==> src/rtl/axi_mem_responder_if.sv <==
// axi_channel: AXI4 bus bundle shared by the responder and its bench
interface axi_channel #(
    parameter int ID_WIDTH   = 4,
    parameter int ADDR_WIDTH = 32,
    parameter int DATA_WIDTH = 64,
    parameter int USER_WIDTH = 1
) (
    input logic clk,
    input logic rstn
);
    logic                    aw_valid, aw_ready;
    logic [ID_WIDTH-1:0]     aw_id;
    logic [ADDR_WIDTH-1:0]   aw_addr;
    logic [7:0]              aw_len;
    logic [2:0]              aw_size;
    logic [1:0]              aw_burst;
    logic                    w_valid, w_ready, w_last;
    logic [DATA_WIDTH-1:0]   w_data;
    logic [DATA_WIDTH/8-1:0] w_strb;
    logic                    b_valid, b_ready;
    logic [ID_WIDTH-1:0]     b_id;
    logic [1:0]              b_resp;
    logic [USER_WIDTH-1:0]   b_user;
    logic                    ar_valid, ar_ready;
    logic [ID_WIDTH-1:0]     ar_id;
    logic [ADDR_WIDTH-1:0]   ar_addr;
    logic [7:0]              ar_len;
    logic [2:0]              ar_size;
    logic [1:0]              ar_burst;
    logic                    r_valid, r_ready, r_last;
    logic [ID_WIDTH-1:0]     r_id;
    logic [DATA_WIDTH-1:0]   r_data;
    logic [1:0]              r_resp;
    logic [USER_WIDTH-1:0]   r_user;

    modport master (
        input  clk, rstn, aw_ready, w_ready, b_valid, b_id, b_resp, b_user,
               ar_ready, r_valid, r_id, r_data, r_resp, r_last, r_user,
        output aw_valid, aw_id, aw_addr, aw_len, aw_size, aw_burst,
               w_valid, w_data, w_strb, w_last, b_ready,
               ar_valid, ar_id, ar_addr, ar_len, ar_size, ar_burst, r_ready
    );

    modport slave (
        input  clk, rstn, aw_valid, aw_id, aw_addr, aw_len, aw_size, aw_burst,
               w_valid, w_data, w_strb, w_last, b_ready,
               ar_valid, ar_id, ar_addr, ar_len, ar_size, ar_burst, r_ready,
        output aw_ready, w_ready, b_valid, b_id, b_resp, b_user,
               ar_ready, r_valid, r_id, r_data, r_resp, r_last, r_user
    );
endinterface

==> src/rtl/axi_mem_responder.sv <==
// axi_mem_responder: AXI4 slave that serialises one burst at a time into word memory accesses
module axi_mem_responder #(
    parameter int MEM_ADDR_WIDTH = 16,
    parameter int ID_WIDTH       = 4,
    parameter int ADDR_WIDTH     = 32,
    parameter int DATA_WIDTH     = 64
) (
    input  logic                      clk,
    input  logic                      rst,
    axi_channel.slave                 master,
    output logic                      mem_req,
    output logic                      mem_we,
    output logic [MEM_ADDR_WIDTH-1:0] mem_addr,
    output logic [DATA_WIDTH/8-1:0]   mem_wmask,
    output logic [DATA_WIDTH-1:0]     mem_wdata,
    input  logic [DATA_WIDTH-1:0]     mem_rdata
);
    localparam int OFFS = $clog2(DATA_WIDTH / 8);

    typedef enum logic [1:0] {IDLE, WRITE, WRITE_RESP, READ} state_t;

    state_t                state_q, state_d;
    logic                  last_rd_q, last_rd_d;
    logic [ID_WIDTH-1:0]   id_q, id_d;
    logic [ADDR_WIDTH-1:0] addr_q, addr_d, next_addr, step, incr, wrap_mask;
    logic [7:0]            len_q, len_d, cnt_q, cnt_d;
    logic [2:0]            size_q, size_d;
    logic [1:0]            burst_q, burst_d;
    logic [8:0]            iss_q, iss_d;
    logic                  bad_q, bad_d, err_q, err_d, pending_q, pending_d;
    logic                  grant_w, issue;

    function automatic logic burst_bad(input logic [1:0] b, input logic [2:0] s, input logic [7:0] l);
        return b == 2'b11 || s > 3'(OFFS) ||
               (b == 2'b10 && !(l == 8'd1 || l == 8'd3 || l == 8'd7 || l == 8'd15));
    endfunction

    assign mem_addr  = MEM_ADDR_WIDTH'(addr_q >> OFFS);
    assign mem_wmask = master.w_strb;
    assign mem_wdata = master.w_data;

    // Address of the beat after the current one for FIXED, INCR and WRAP bursts
    always_comb begin
        step      = ADDR_WIDTH'(1) << size_q;
        incr      = (addr_q & ~(step - ADDR_WIDTH'(1))) + step;
        wrap_mask = ((ADDR_WIDTH'(len_q) + ADDR_WIDTH'(1)) << size_q) - ADDR_WIDTH'(1);
        next_addr = burst_q == 2'b00 ? addr_q :
                    burst_q == 2'b10 ? (addr_q & ~wrap_mask) | (incr & wrap_mask) : incr;
    end

    // Burst FSM: arbitration, beat sequencing and channel outputs
    always_comb begin
        state_d         = state_q;
        last_rd_d       = last_rd_q;
        id_d            = id_q;
        addr_d          = addr_q;
        len_d           = len_q;
        size_d          = size_q;
        burst_d         = burst_q;
        cnt_d           = cnt_q;
        iss_d           = iss_q;
        bad_d           = bad_q;
        err_d           = err_q;
        pending_d       = pending_q;
        master.aw_ready = 1'b0;
        master.ar_ready = 1'b0;
        master.w_ready  = 1'b0;
        master.b_valid  = 1'b0;
        master.b_id     = id_q;
        master.b_resp   = 2'b00;
        master.b_user   = '0;
        master.r_valid  = 1'b0;
        master.r_id     = id_q;
        master.r_data   = '0;
        master.r_resp   = 2'b00;
        master.r_last   = 1'b0;
        master.r_user   = '0;
        mem_req         = 1'b0;
        mem_we          = 1'b0;
        grant_w         = master.aw_valid && (!master.ar_valid || last_rd_q);
        issue           = iss_q != 9'd0 && (!pending_q || master.r_ready);
        case (state_q)
            IDLE: begin
                master.aw_ready = grant_w;
                master.ar_ready = master.ar_valid && !grant_w;
                if (grant_w) begin
                    state_d   = WRITE;
                    last_rd_d = 1'b0;
                    id_d      = master.aw_id;
                    addr_d    = master.aw_addr;
                    len_d     = master.aw_len;
                    size_d    = master.aw_size;
                    burst_d   = master.aw_burst;
                    cnt_d     = master.aw_len;
                    bad_d     = burst_bad(master.aw_burst, master.aw_size, master.aw_len);
                    err_d     = bad_d;
                end else if (master.ar_valid) begin
                    state_d   = READ;
                    last_rd_d = 1'b1;
                    id_d      = master.ar_id;
                    addr_d    = master.ar_addr;
                    len_d     = master.ar_len;
                    size_d    = master.ar_size;
                    burst_d   = master.ar_burst;
                    cnt_d     = master.ar_len;
                    iss_d     = {1'b0, master.ar_len} + 9'd1;
                    bad_d     = burst_bad(master.ar_burst, master.ar_size, master.ar_len);
                    err_d     = bad_d;
                    pending_d = 1'b0;
                end
            end
            WRITE: begin
                master.w_ready = 1'b1;
                if (master.w_valid) begin
                    mem_req = !bad_q;
                    mem_we  = 1'b1;
                    addr_d  = next_addr;
                    cnt_d   = cnt_q - 8'd1;
                    err_d   = err_q || (master.w_last != (cnt_q == 8'd0));
                    state_d = cnt_q == 8'd0 ? WRITE_RESP : WRITE;
                end
            end
            WRITE_RESP: begin
                master.b_valid = 1'b1;
                master.b_resp  = err_q ? 2'b10 : 2'b00;
                state_d        = master.b_ready ? IDLE : WRITE_RESP;
            end
            READ: begin
                mem_req        = issue && !bad_q;
                master.r_valid = pending_q;
                master.r_data  = bad_q ? '0 : mem_rdata;
                master.r_resp  = bad_q ? 2'b10 : 2'b00;
                master.r_last  = cnt_q == 8'd0;
                addr_d         = issue ? next_addr : addr_q;
                iss_d          = issue ? iss_q - 9'd1 : iss_q;
                pending_d      = issue || (pending_q && !master.r_ready);
                if (pending_q && master.r_ready) begin
                    cnt_d   = cnt_q - 8'd1;
                    state_d = cnt_q == 8'd0 ? IDLE : READ;
                end
            end
            default: state_d = IDLE;
        endcase
    end

    // State registers with synchronous reset that abandons any burst
    always_ff @(posedge clk) begin
        if (rst) begin
            state_q   <= IDLE;
            last_rd_q <= 1'b0;
            id_q      <= '0;
            addr_q    <= '0;
            len_q     <= '0;
            size_q    <= '0;
            burst_q   <= '0;
            cnt_q     <= '0;
            iss_q     <= '0;
            bad_q     <= 1'b0;
            err_q     <= 1'b0;
            pending_q <= 1'b0;
        end else begin
            state_q   <= state_d;
            last_rd_q <= last_rd_d;
            id_q      <= id_d;
            addr_q    <= addr_d;
            len_q     <= len_d;
            size_q    <= size_d;
            burst_q   <= burst_d;
            cnt_q     <= cnt_d;
            iss_q     <= iss_d;
            bad_q     <= bad_d;
            err_q     <= err_d;
            pending_q <= pending_d;
        end
    end
endmodule

==> src/flat_wrapper.sv <==
// flat-port wrapper written by rule: the top's interface ports become plain ports
module axi_mem_responder_flat 
#(
    parameter int MEM_ADDR_WIDTH = 16,
    parameter int ID_WIDTH       = 4,
    parameter int ADDR_WIDTH     = 32,
    parameter int DATA_WIDTH     = 64
)
  (clk, rst, mem_req, mem_we, mem_addr, mem_wmask, mem_wdata, mem_rdata, rstn, master_aw_valid, master_aw_id, master_aw_addr, master_aw_len, master_aw_size, master_aw_burst, master_w_valid, master_w_data, master_w_strb, master_w_last, master_b_ready, master_ar_valid, master_ar_id, master_ar_addr, master_ar_len, master_ar_size, master_ar_burst, master_r_ready, master_aw_ready, master_w_ready, master_b_valid, master_b_id, master_b_resp, master_b_user, master_ar_ready, master_r_valid, master_r_id, master_r_data, master_r_resp, master_r_last, master_r_user);
  axi_channel #(.ID_WIDTH(ID_WIDTH), .ADDR_WIDTH(ADDR_WIDTH), .DATA_WIDTH(DATA_WIDTH), .USER_WIDTH(1)) master_i (.clk(clk), .rstn(rstn));
  input  logic clk;
  input  logic rst;
  output logic mem_req;
  output logic mem_we;
  output logic [MEM_ADDR_WIDTH-1:0] mem_addr;
  output logic [DATA_WIDTH/8-1:0] mem_wmask;
  output logic [DATA_WIDTH-1:0] mem_wdata;
  input  logic [DATA_WIDTH-1:0] mem_rdata;
  input wire logic rstn;
  input wire logic [$bits(master_i.aw_valid)-1:0] master_aw_valid;
  input wire logic [$bits(master_i.aw_id)-1:0] master_aw_id;
  input wire logic [$bits(master_i.aw_addr)-1:0] master_aw_addr;
  input wire logic [$bits(master_i.aw_len)-1:0] master_aw_len;
  input wire logic [$bits(master_i.aw_size)-1:0] master_aw_size;
  input wire logic [$bits(master_i.aw_burst)-1:0] master_aw_burst;
  input wire logic [$bits(master_i.w_valid)-1:0] master_w_valid;
  input wire logic [$bits(master_i.w_data)-1:0] master_w_data;
  input wire logic [$bits(master_i.w_strb)-1:0] master_w_strb;
  input wire logic [$bits(master_i.w_last)-1:0] master_w_last;
  input wire logic [$bits(master_i.b_ready)-1:0] master_b_ready;
  input wire logic [$bits(master_i.ar_valid)-1:0] master_ar_valid;
  input wire logic [$bits(master_i.ar_id)-1:0] master_ar_id;
  input wire logic [$bits(master_i.ar_addr)-1:0] master_ar_addr;
  input wire logic [$bits(master_i.ar_len)-1:0] master_ar_len;
  input wire logic [$bits(master_i.ar_size)-1:0] master_ar_size;
  input wire logic [$bits(master_i.ar_burst)-1:0] master_ar_burst;
  input wire logic [$bits(master_i.r_ready)-1:0] master_r_ready;
  output wire logic [$bits(master_i.aw_ready)-1:0] master_aw_ready;
  output wire logic [$bits(master_i.w_ready)-1:0] master_w_ready;
  output wire logic [$bits(master_i.b_valid)-1:0] master_b_valid;
  output wire logic [$bits(master_i.b_id)-1:0] master_b_id;
  output wire logic [$bits(master_i.b_resp)-1:0] master_b_resp;
  output wire logic [$bits(master_i.b_user)-1:0] master_b_user;
  output wire logic [$bits(master_i.ar_ready)-1:0] master_ar_ready;
  output wire logic [$bits(master_i.r_valid)-1:0] master_r_valid;
  output wire logic [$bits(master_i.r_id)-1:0] master_r_id;
  output wire logic [$bits(master_i.r_data)-1:0] master_r_data;
  output wire logic [$bits(master_i.r_resp)-1:0] master_r_resp;
  output wire logic [$bits(master_i.r_last)-1:0] master_r_last;
  output wire logic [$bits(master_i.r_user)-1:0] master_r_user;
  assign master_i.aw_valid = master_aw_valid;
  assign master_i.aw_id = master_aw_id;
  assign master_i.aw_addr = master_aw_addr;
  assign master_i.aw_len = master_aw_len;
  assign master_i.aw_size = master_aw_size;
  assign master_i.aw_burst = master_aw_burst;
  assign master_i.w_valid = master_w_valid;
  assign master_i.w_data = master_w_data;
  assign master_i.w_strb = master_w_strb;
  assign master_i.w_last = master_w_last;
  assign master_i.b_ready = master_b_ready;
  assign master_i.ar_valid = master_ar_valid;
  assign master_i.ar_id = master_ar_id;
  assign master_i.ar_addr = master_ar_addr;
  assign master_i.ar_len = master_ar_len;
  assign master_i.ar_size = master_ar_size;
  assign master_i.ar_burst = master_ar_burst;
  assign master_i.r_ready = master_r_ready;
  assign master_aw_ready = master_i.aw_ready;
  assign master_w_ready = master_i.w_ready;
  assign master_b_valid = master_i.b_valid;
  assign master_b_id = master_i.b_id;
  assign master_b_resp = master_i.b_resp;
  assign master_b_user = master_i.b_user;
  assign master_ar_ready = master_i.ar_ready;
  assign master_r_valid = master_i.r_valid;
  assign master_r_id = master_i.r_id;
  assign master_r_data = master_i.r_data;
  assign master_r_resp = master_i.r_resp;
  assign master_r_last = master_i.r_last;
  assign master_r_user = master_i.r_user;
  axi_mem_responder #(.MEM_ADDR_WIDTH(MEM_ADDR_WIDTH), .ID_WIDTH(ID_WIDTH), .ADDR_WIDTH(ADDR_WIDTH), .DATA_WIDTH(DATA_WIDTH)) u_core (.clk(clk), .rst(rst), .master(master_i), .mem_req(mem_req), .mem_we(mem_we), .mem_addr(mem_addr), .mem_wmask(mem_wmask), .mem_wdata(mem_wdata), .mem_rdata(mem_rdata));
endmodule
==> config.mk <==
export PLATFORM = sky130hd
export DESIGN_NAME = axi_mem_responder_flat
export DESIGN_NICKNAME = d
export VERILOG_FILES = /design/src/rtl/axi_mem_responder_if.sv /design/src/rtl/axi_mem_responder.sv /design/src/flat_wrapper.sv
export SDC_FILE = /design/constraint.sdc
export NUM_CORES = 1
export LEC_CHECK = 0
export BUFFER_PORTS_ARGS = -buffer_cell sky130_fd_sc_hd__buf_2
export CORE_AREA = 8 8 157 159
export CTS_CLUSTER_DIAMETER = 100
export DETAILED_ROUTE_END_ITERATION = 8
export DIE_AREA = 0 0 165 167
export PLACE_DENSITY = 0.6
export SLEW_MARGIN = 20
export SYNTH_ARGS = -nofsm -noshare
export SYNTH_HDL_FRONTEND = slang
export SYNTH_SLANG_ARGS = --single-unit
==> constraint.sdc <==
create_clock -name clk -period 4.15 [get_ports clk]
set_input_delay 0.2075 -clock clk [delete_from_list [all_inputs] [get_ports clk]]
set_output_delay 0.2075 -clock clk [all_outputs]
set_load 0.01 [all_outputs]
==> metrics.yaml, run 1 <==
final_hold_viol_count: 0
clkTransAtPathRegs_ns: 0.06
ioPinCount: 417
drc: 0
synth_edf_count: 0
antenna_found_initial: 0
initial_core_util_pct: 31.1
critical_path_class: "flop to flop"
drt_first_pass_iters: 6
outcome: "finished, final reports clean"
crit_path_start_kind: "flop"
finalCriticalPeriod_ns: 3.59
clock_skew_ns: 0.00753
yosys_register_bits: 59
cts_root_buf: "clkbuf_16"
wl_per_cell_microns: 22.4
clock.fmax_mhz: 279
hpwl_microns: 24700
grt_max_degree: 53
maxCapViolCount: 0
timing.rr.start: "u_core.size_q[2]"
layout.nets: 1318
avgSynthCellArea_sq_um: 7.25
grt_overflow: 0
synth_cells: 952
rrSetupSlack_ns: 0.56
layout-drive-gt1-share_pct: 29.8
synthesis.area_sq_um: 6910
post_cts_resized: 0
final_area_sq_um: 7930
yosys.area.top_type: "dfxtp_1"
rsz0062_at_grt: "false"
netlist-cell-type-count: 87
synth_area_leaders: "dfxtp_1, buf_4, and2_1"
grtUsageTotal_pct: 21.3
hold_class: "primary input to flop"
vias_per_cell: 5.39
cts_max_level: 3
cp-end-kind: "flop"
cts_sinks: 59
synth_top_area_share_pct: 17.1
slew_headroom_pct: 39.1
drtIter0Drc: 527
ys_async_sr_fraction_pct: 0
cp.arrival_ns: 3.79
seq_area_frac_synth_pct: 17.1
die_y_microns: 167
area_growth_pct: 14.8
dieWidth_microns: 165
finalSetupTns_ns: 0
p_clk_share_pct: 15.6
placed_area_sq_um: 7610
p_seq_share_pct: 21.1
maxSlewViolCount: 0
postCtsSetupBuffers: 0
cts_buffer_depth: 2
numCtsBuffers: 9
yosys_warnings: 0
grt_pass1_wl_microns: 44500
setup.worst_path.start: "u_core.size_q[2]"
insertion_delay_ns: 0.34
synth_ff_type: "dfxtp_1"
grt_pass1_vias: 6975
core-area_sq_um: 22200
rows: 55
fillers: 2397
drt_wl_total_microns: 30400
irDropWorstVdd_mv: 0.278
cts_hold_buf: 0
intPower_mw: 2.62
ant_nets: 0
p_leak_nw: 3.66
setup_viol: 0
place_congestion: 0.939
die_area_sq_um: 27600
reg2reg_depth: 12
path_max_fanout: 16
netSwitchingFraction_pct: 50.5
via_count: 7319
p_per_area_nw_per_um2: 669
yosys-top-cells-count: "buf_4, nor2_1, and2_1, nand2_1, dfxtp_1"
cts_tree: "built"
comb_power_share_pct: 63.3
worst_pin_slew_ns: 0.910
fin_crit_sh_pct: 86.4
yosysMostFrequentCell: "buf_4"
io_buffers: 241
power.switching_mw: 2.68
required_ns: 4.36
[metal layers]
layer | global-route usage [%] | routed length [microns] | up-vias | part of all wire (%)
li1 | - | - | 3523 | -
met1 | 23.7 | 11300 | 3413 | 37
met2 | 37.1 | 15400 | 352 | 51
met3 | 7.03 | 2840 | 31 | 9.3
met4 | 7.17 | 862 | 0 | 2.8
met5 | 0 | 0 | - | 0
[how the worst min path moves through the flow]
stage	from	endpoint	slack [ns]	depth (start not counted)
floorplan	master_aw_burst[0]	u_core.burst_q[0]	0.44	2
global placement	master_w_data[10]	mem_wdata[10]	0.42	0
detailed placement	master_w_data[10]	mem_wdata[10]	0.42	0
CTS	master_aw_id[3]	u_core.master.b_id[3]	0.19	3
global route	master_aw_id[0]	u_core.master.b_id[0]	0.23	3
finish	master_aw_id[3]	u_core.master.b_id[3]	0.20	3
[power by group through the flow]
stage | Combinational (mW) | Sequential, mW | Clock, mW
finish | 3.36 | 1.12 | 0.827
global route | 3.70 | 1.16 | 0.867
global placement | 3.31 | 1.11 | 0
CTS | 3.35 | 1.11 | 0.847
floorplan | 2.67 | 0.969 | 0
detailed placement | 3.33 | 1.12 | 0
[final cells by class]
class                   count  area (sq um)  share of cell area, %
repair buffers            264          1380                   17.4
clock buffers              10           229                   2.89
clock inverters             6          88.8                   1.12
flip-flops and latches     59          1180                   14.9
well taps                 285           357                   4.50
inverters                  23          86.3                   1.09
diodes                      1          2.50                 0.0316
multi-input cells         709          4600                   58.1
[worst max-delay path, stage by stage (launching register included)]
cell	delay, ns
dfxtp_1	0.64
nor2b_1	0.37
and2_1	0.20
ha_1	0.19
or2_2	0.12
a31oi_1	0.12
a2111oi_0	0.62
a32oi_1	0.38
nor2_1	0.18
nand2_1	0.08
a221o_1	0.29
a22oi_1	0.18
nor2_1	0.06
[placed cells by master, fill, tap and decap left out, types with 4 or more instances in the layout]
cell	n
dfxtp_1	58
o21a_1	6
nor4_1	8
o31ai_1	5
nor2b_1	9
nand3_1	26
or2_2	7
ha_1	9
nand3b_1	5
o22ai_1	8
xnor2_1	21
nand4b_1	6
nor3b_1	4
o211a_1	6
nor2_1	86
a211o_1	4
a21oi_1	50
a21o_1	6
xor2_1	13
o211ai_1	11
mux2i_1	39
nand2_1	67
or3_1	9
and2_1	72
mux2_2	8
buf_4	23
o32ai_1	5
a22oi_1	9
nand2b_1	12
buf_2	241
clkbuf_16	9
a211oi_1	19
inv_1	23
a31oi_1	12
conb_1	4
and3_1	10
nor3_1	21
nor4b_1	4
o21ai_0	52
[per-stage QoR]
step	hold WS [ns]	setup slack (ns)	instances	util, %	total power, mW
after floorplan	0.442	0.834	955	-	3.64
after global placement	0.415	0.719	1340	34.2	4.42
after detailed placement	0.415	0.628	1340	34.2	4.45
after CTS	0.192	0.613	1356	35.7	5.30
after global routing	0.231	0.222	1356	35.7	5.73
final	0.198	0.564	1357	35.7	5.30
[cells by family (layout without fill, tap and decap cells)]
logic type,after synthesis,count (layout),share of synthesized area [%]
compound gates,240,240,24.0
xor+xnor,34,34,4.31
fa+ha+maj,9,9,1.63
buf+inv,187,303,16.7
flops,59,59,17.1
mux,48,48,7.12
other cells,1,5,0.0543
simple gates,374,374,29.0
(Power assumes the default switching activity.)
==> run 2, diff against run 1 <==
Settings changed: PLACE_DENSITY 0.6 to not set, PLACE_DENSITY_LB_ADDON set to 0.08, SKIP_CTS_REPAIR_TIMING set to 1.
==> metrics.yaml, run 2 (synthesis results as in run 1) <==
layout.nets: 1315  # was 1,318
reg2reg_depth: 13  # was 12
layout-drive-gt1-share_pct: 29.8  # about the same
critical_path.max_stage_delay_ns: 0.47  # was 0.64 ns
drc: 0  # unchanged
cp.depth: 13  # was 12
timing.rr.start: "u_core.size_q[1]"  # was u_core.size_q[2]
irDropWorstVdd_mv: 0.218  # was 0.278 mV
ant_nets: 0  # unchanged
maxCapViolCount: 0  # unchanged
place_congestion: 0.868  # was 0.939
die_y_microns: 167  # unchanged
ioPinCount: 417  # unchanged
area_growth_pct: 14.2  # was 14.8%
setup.worst_path.start: "u_core.size_q[1]"  # was u_core.size_q[2]
numCtsBuffers: 9  # unchanged
dieWidth_microns: 165  # unchanged
critical_path_class: "flop to flop"  # unchanged
p_leak_nw: 3.64  # was 3.66 nW
cts_root_buf: "clkbuf_16"  # unchanged
insertion_delay_ns: 0.35  # was 0.34 ns
rows: 55  # unchanged
slew_headroom_pct: 37.7  # was 39.1%
clock.fmax_mhz: 296  # was 279 MHz
critPathTopFamily: "simple AND/OR/NAND/NOR gates"  # was compound AO/OA/AOI/OAI gates
required_ns: 4.44  # was 4.36 ns
outcome: "finished, final reports clean"  # unchanged
cp.arrival_ns: 3.66  # was 3.79 ns
initial_core_util_pct: 31.1  # unchanged
critical_path_buf_inv_count: 1  # was 0
via_count: 7060  # was 7,319
finalSetupTns_ns: 0  # unchanged
grt_overflow: 0  # unchanged
die_area_sq_um: 27600  # unchanged
vias_per_cell: 5.22  # was 5.39
p_per_area_nw_per_um2: 663  # was 669 nW/um^2
grt_pass1_wl_microns: 42800  # was 44,500 microns
path_max_fanout: 9  # was 16
cts_sinks: 59  # unchanged
wl_per_cell_microns: 20.6  # was 22.4 microns
cts_buffer_depth: 2  # unchanged
maxSlewViolCount: 0  # unchanged
hold_class: "primary input to flop"  # unchanged
n_antenna_cell: 0  # was 1
cts_max_level: 3  # unchanged
final_hold_viol_count: 0  # unchanged
worst_pin_slew_ns: 0.933  # was 0.910 ns
worstPathCellList: "buf_4, nand2_1, and2_1, ha_1, and4b_1, o221ai_1, a31oi_1, nand4b_1, nor2_1, nand3_1, or4_1, a21oi_1, o21a_1"  # was nor2b_1, and2_1, ha_1, or2_2, a31oi_1, a2111oi_0, a32oi_1, nor2_1, nand2_1, a221o_1, a22oi_1, nor2_1
grt_pass1_vias: 7099  # was 6,975
final_cell_mix: "buf_2, nor2_1, and2_1"  # unchanged
drt_wl_total_microns: 27900  # was 30,400 microns
hpwl_microns: 22300  # was 24,700 microns
io_buffers: 241  # unchanged
crit_path_start_kind: "flop"  # unchanged
fin_crit_sh_pct: 81.3  # was 86.4%
crit_path_top_delay_cell: "or4_1"  # was dfxtp_1
clock_skew_ns: 0.00719  # was 0.00753 ns
rrSetupSlack_ns: 0.78  # was 0.56 ns
final_common_cell: "buf_2"  # unchanged
drt_first_pass_iters: 5  # was 6
grt_max_degree: 65  # was 53
finalCriticalPeriod_ns: 3.37  # was 3.59 ns
total_power_mw: 5.23  # was 5.30 mW
setup_viol: 0  # unchanged
core-area_sq_um: 22200  # unchanged
clkTransAtPathRegs_ns: 0.06  # about the same
rsz0062_at_grt: "false"  # unchanged
cp-end-kind: "flop"  # unchanged
drtIter0Drc: 378  # was 527
grtUsageTotal_pct: 20.0  # was 21.3%
antenna_found_initial: 2  # was 0
cts_tree: "built"  # unchanged
run 2: worst min-delay path by stage:
stage,from,endpoint,slack (ns),cells after the start
final,master_aw_id[1],u_core.master.b_id[1],0.20,3
after global routing,master_aw_id[2],u_core.master.b_id[2],0.20,3
after CTS,master_aw_id[2],u_core.master.b_id[2],0.19,3
after detailed placement,master_w_data[10],mem_wdata[10],0.42,0
after global placement,master_w_data[10],mem_wdata[10],0.42,0
after floorplan,master_aw_burst[0],u_core.burst_q[0],0.44,2
run 2: final cells by class:
cell class                      count  area (sq um)
Clock buffer                       10           239
Clock inverter                      6          65.1
Fill cell                        2466         14300
Inverter                           23          86.3
Multi-Input combinational cell    709          4600
Sequential cell                    59          1180
Tap cell                          285           357
Timing Repair Buffer              261          1360
run 2: worst min-delay path, delay by kind of cell:
| family | cells | cell delay, ns |
|---|---|---|
| muxes | 1 | 0.12 |
| AOI/OAI and AO/OA | 1 | 0.08 |
| buffers and inverters | 1 | 0.09 |
run 2: power breakdown:
part           internal, mW  switching [mW]
Combinational          1.30            1.98
Clock                 0.481           0.311
Sequential            0.791           0.364
run 2: routing by layer:
layer | GRT usage [%] | up-vias | wire length, microns
li1 | - | 3522 | -
met1 | 23.5 | 3239 | 11300
met2 | 35.2 | 265 | 14300
met3 | 5.37 | 34 | 1960
met4 | 4.35 | 0 | 364
met5 | 0 | - | 0
run 2: stage by stage:
step	setup slack [ns]	hold slack, ns	cell area (sq um)	util (%)	instances
after CTS	0.799	0.190	7890	35.5	1353
after floorplan	0.834	0.442	6920	-	955
after detailed placement	0.832	0.415	7580	34.1	1337
after global routing	0.474	0.201	7890	35.5	1353
final	0.777	0.199	7890	35.5	1353
after global placement	0.808	0.415	7580	34.1	1337
==> run 3, diff against run 2 <==
Settings changed: CORE_AREA 8 8 157 159 to 8 8 156 158, DIE_AREA 0 0 165 167 to 0 0 164 166.
Clock period 4.15 ns to 2.9 ns, I/O delays scaled along.
==> metrics.yaml, run 3 (synthesis results as in run 1) <==
outcome: "finished, final reports clean"  # unchanged
cts_sinks: 59  # unchanged
vias_per_cell: 5.19  # was 5.22
final_hold_viol_count: 0  # unchanged
drtIter0Drc: 445  # was 378
hold_class: "primary input to flop"  # unchanged
grt_pass1_vias: 7541  # was 7,099
p_leak_nw: 4.20  # was 3.64 nW
core-area_sq_um: 22100  # was 22,200 sq um
hpwl_microns: 23600  # was 22,300 microns
dieWidth_microns: 164  # was 165 microns
die_area_sq_um: 27200  # was 27,600 sq um
p_per_area_nw_per_um2: 979  # was 663 nW/um^2
clock_skew_ns: 0.0105  # was 0.00719 ns
crit_path_top_delay_cell: "or4_1"  # unchanged
drt_wl_total_microns: 28900  # was 27,900 microns
ioPinCount: 417  # unchanged
cts_root_buf: "clkbuf_16"  # unchanged
clkTransAtPathRegs_ns: 0.06  # about the same
wl_per_cell_microns: 19.9  # was 20.6 microns
cp-end-kind: "flop"  # unchanged
cp.arrival_ns: 3.11  # was 3.66 ns
finalCriticalPeriod_ns: 2.82  # was 3.37 ns
wl_met1_microns: 12300  # was 11,300 microns
crit_path_start_kind: "flop"  # unchanged
rows: 55  # unchanged
intPower_mw: 4.63  # was 2.57 mW
critPathTopFamily: "compound AO/OA/AOI/OAI gates"  # was simple AND/OR/NAND/NOR gates
worstPathCellList: "ha_4, xor2_2, a211o_1, a211oi_2, o2111ai_2, nor4_4, buf_4, a41oi_2, or4_1, a21oi_1, o21a_1"  # was buf_4, nand2_1, and2_1, ha_1, and4b_1, o221ai_1, a31oi_1, nand4b_1, nor2_1, nand3_1, or4_1, a21oi_1, o21a_1
cts_max_level: 3  # unchanged
path_max_fanout: 5  # was 9
antenna_found_initial: 3  # was 2
cts_buffer_depth: 2  # unchanged
drt_first_pass_iters: 5  # unchanged
critical_path_buf_inv_count: 1  # unchanged
die_y_microns: 166  # was 167 microns
layout-drive-gt1-share_pct: 39.4  # was 29.8%
comb_power_share_pct: 68.4  # was 62.8%
dp_slack_ns: -0.110  # was 0.832 ns
p_clk_share_pct: 14.0  # was 15.2%
wl_met2_microns: 14200  # was 14,300 microns
route.met3.wl_microns: 1990  # was 1960 microns
critical_path.max_stage_delay_ns: 0.41  # was 0.47 ns
final_common_cell: "buf_2"  # unchanged
slew_headroom_pct: 63.1  # was 37.7%
layout.nets: 1414  # was 1,315
critical_path_class: "flop to flop"  # unchanged
place_congestion: 0.889  # was 0.868
irDropWorstVdd_mv: 0.445  # was 0.218 mV
insertion_delay_ns: 0.35  # about the same
required_ns: 3.19  # was 4.44 ns
cts_tree: "built"  # unchanged
n_antenna_cell: 0  # unchanged
final_cell_mix: "buf_2, buf_4, nor2_1"  # was buf_2, nor2_1, and2_1
worst_pin_slew_ns: 0.540  # was 0.933 ns
ant_nets: 0  # unchanged
io_buffers: 241  # unchanged
maxSlewViolCount: 0  # unchanged
rsz0062_at_grt: "true"  # was false
maxCapViolCount: 0  # unchanged
fin_util_pct: 40.7  # was 35.5%
setup_ws_ns: 0.0843  # was 0.777 ns
netSwitchingFraction_pct: 47.4  # was 50.9%
setup_viol: 0  # unchanged
power.switching_mw: 4.17  # was 2.66 mW
area_growth_pct: 30.1  # was 14.2%
fillers: 2341  # was 2,466
grtUsageTotal_pct: 20.5  # was 20.0%
initial_core_util_pct: 31.3  # was 31.1%
grt_max_degree: 39  # was 65
clock.fmax_mhz: 355  # was 296 MHz
drc: 0  # unchanged
via_count: 7532  # was 7,060
top_layer: "met5"  # was met4
grt_overflow: 0  # unchanged
grt_pass1_wl_microns: 43800  # was 42,800 microns
fin_crit_sh_pct: 97.1  # was 81.3%
numCtsBuffers: 9  # unchanged
p_seq_share_pct: 17.6  # was 22.1%
run 3: cell count changes in the layout (fill, tap and decap cells not counted), moves of 4 or more:
cell     delta
dfxtp_1     -7
dfxtp_2     +4
buf_12      +5
buf_4      +91
run 3: metrics by stage:
step | instances | hold slack (ns) | setup TNS, ns | total power, mW | instance area [sq um]
6_report | 1452 | 0.132 | 0 | 8.80 | 8990
5_1_grt | 1452 | 0.150 | -0.379 | 9.50 | 8990
4_1_cts | 1451 | 0.133 | -0.501 | 8.55 | 8750
3_5_place_dp | 1435 | 0.290 | -0.389 | 7.29 | 8430
3_3_place_gp | 1435 | 0.290 | -0.0923 | 7.28 | 8430
2_1_floorplan | 955 | 0.371 | -0.183 | 5.26 | 6990
run 3: power by group through the flow:
stage	clock, mW	sequential [mW]	combinational [mW]
2_1_floorplan	0	1.39	3.87
6_report	1.23	1.55	6.02
5_1_grt	1.29	1.61	6.61
3_3_place_gp	0	1.53	5.75
4_1_cts	1.25	1.52	5.77
3_5_place_dp	0	1.54	5.75
run 3: cell type report:
class	count	area, sq um	share of cell area (%)
Clock buffer	12	246	2.74
Clock inverter	4	73.8	0.821
Inverter	23	86.3	0.961
Multi-Input combinational cell	709	4850	54.0
Sequential cell	59	1200	13.4
Tap cell	285	357	3.97
Timing Repair Buffer	360	2170	24.2
run 3: path summary, 6_finish.rpt:
check | startpoint | to | slack [ns] | cells past startpoint
setup / recovery | u_core.len_q[0] | flop | 0.08 | 11
setup reg to reg | u_core.len_q[0] | flop | 0.08 | 11
hold reg to reg | u_core.cnt_q[1] | u_core.cnt_q[1] | 0.48 | 2
hold / removal | master_aw_size[0] | u_core.size_q[0] | 0.13 | 3
run 3: tightest hold or removal path: stages:
cell and delay [ns]:
buf_2 0.09, mux2i_1 0.12, a211oi_1 0.08
run 3: routing by layer:
| metal | GRT usage (%) | vias to the layer above |
|---|---|---|
| li1 | - | 3722 |
| met1 | 24.9 | 3484 |
| met2 | 35.7 | 287 |
| met3 | 5.08 | 37 |
| met4 | 4.23 | 2 |
| met5 | 0 | - |
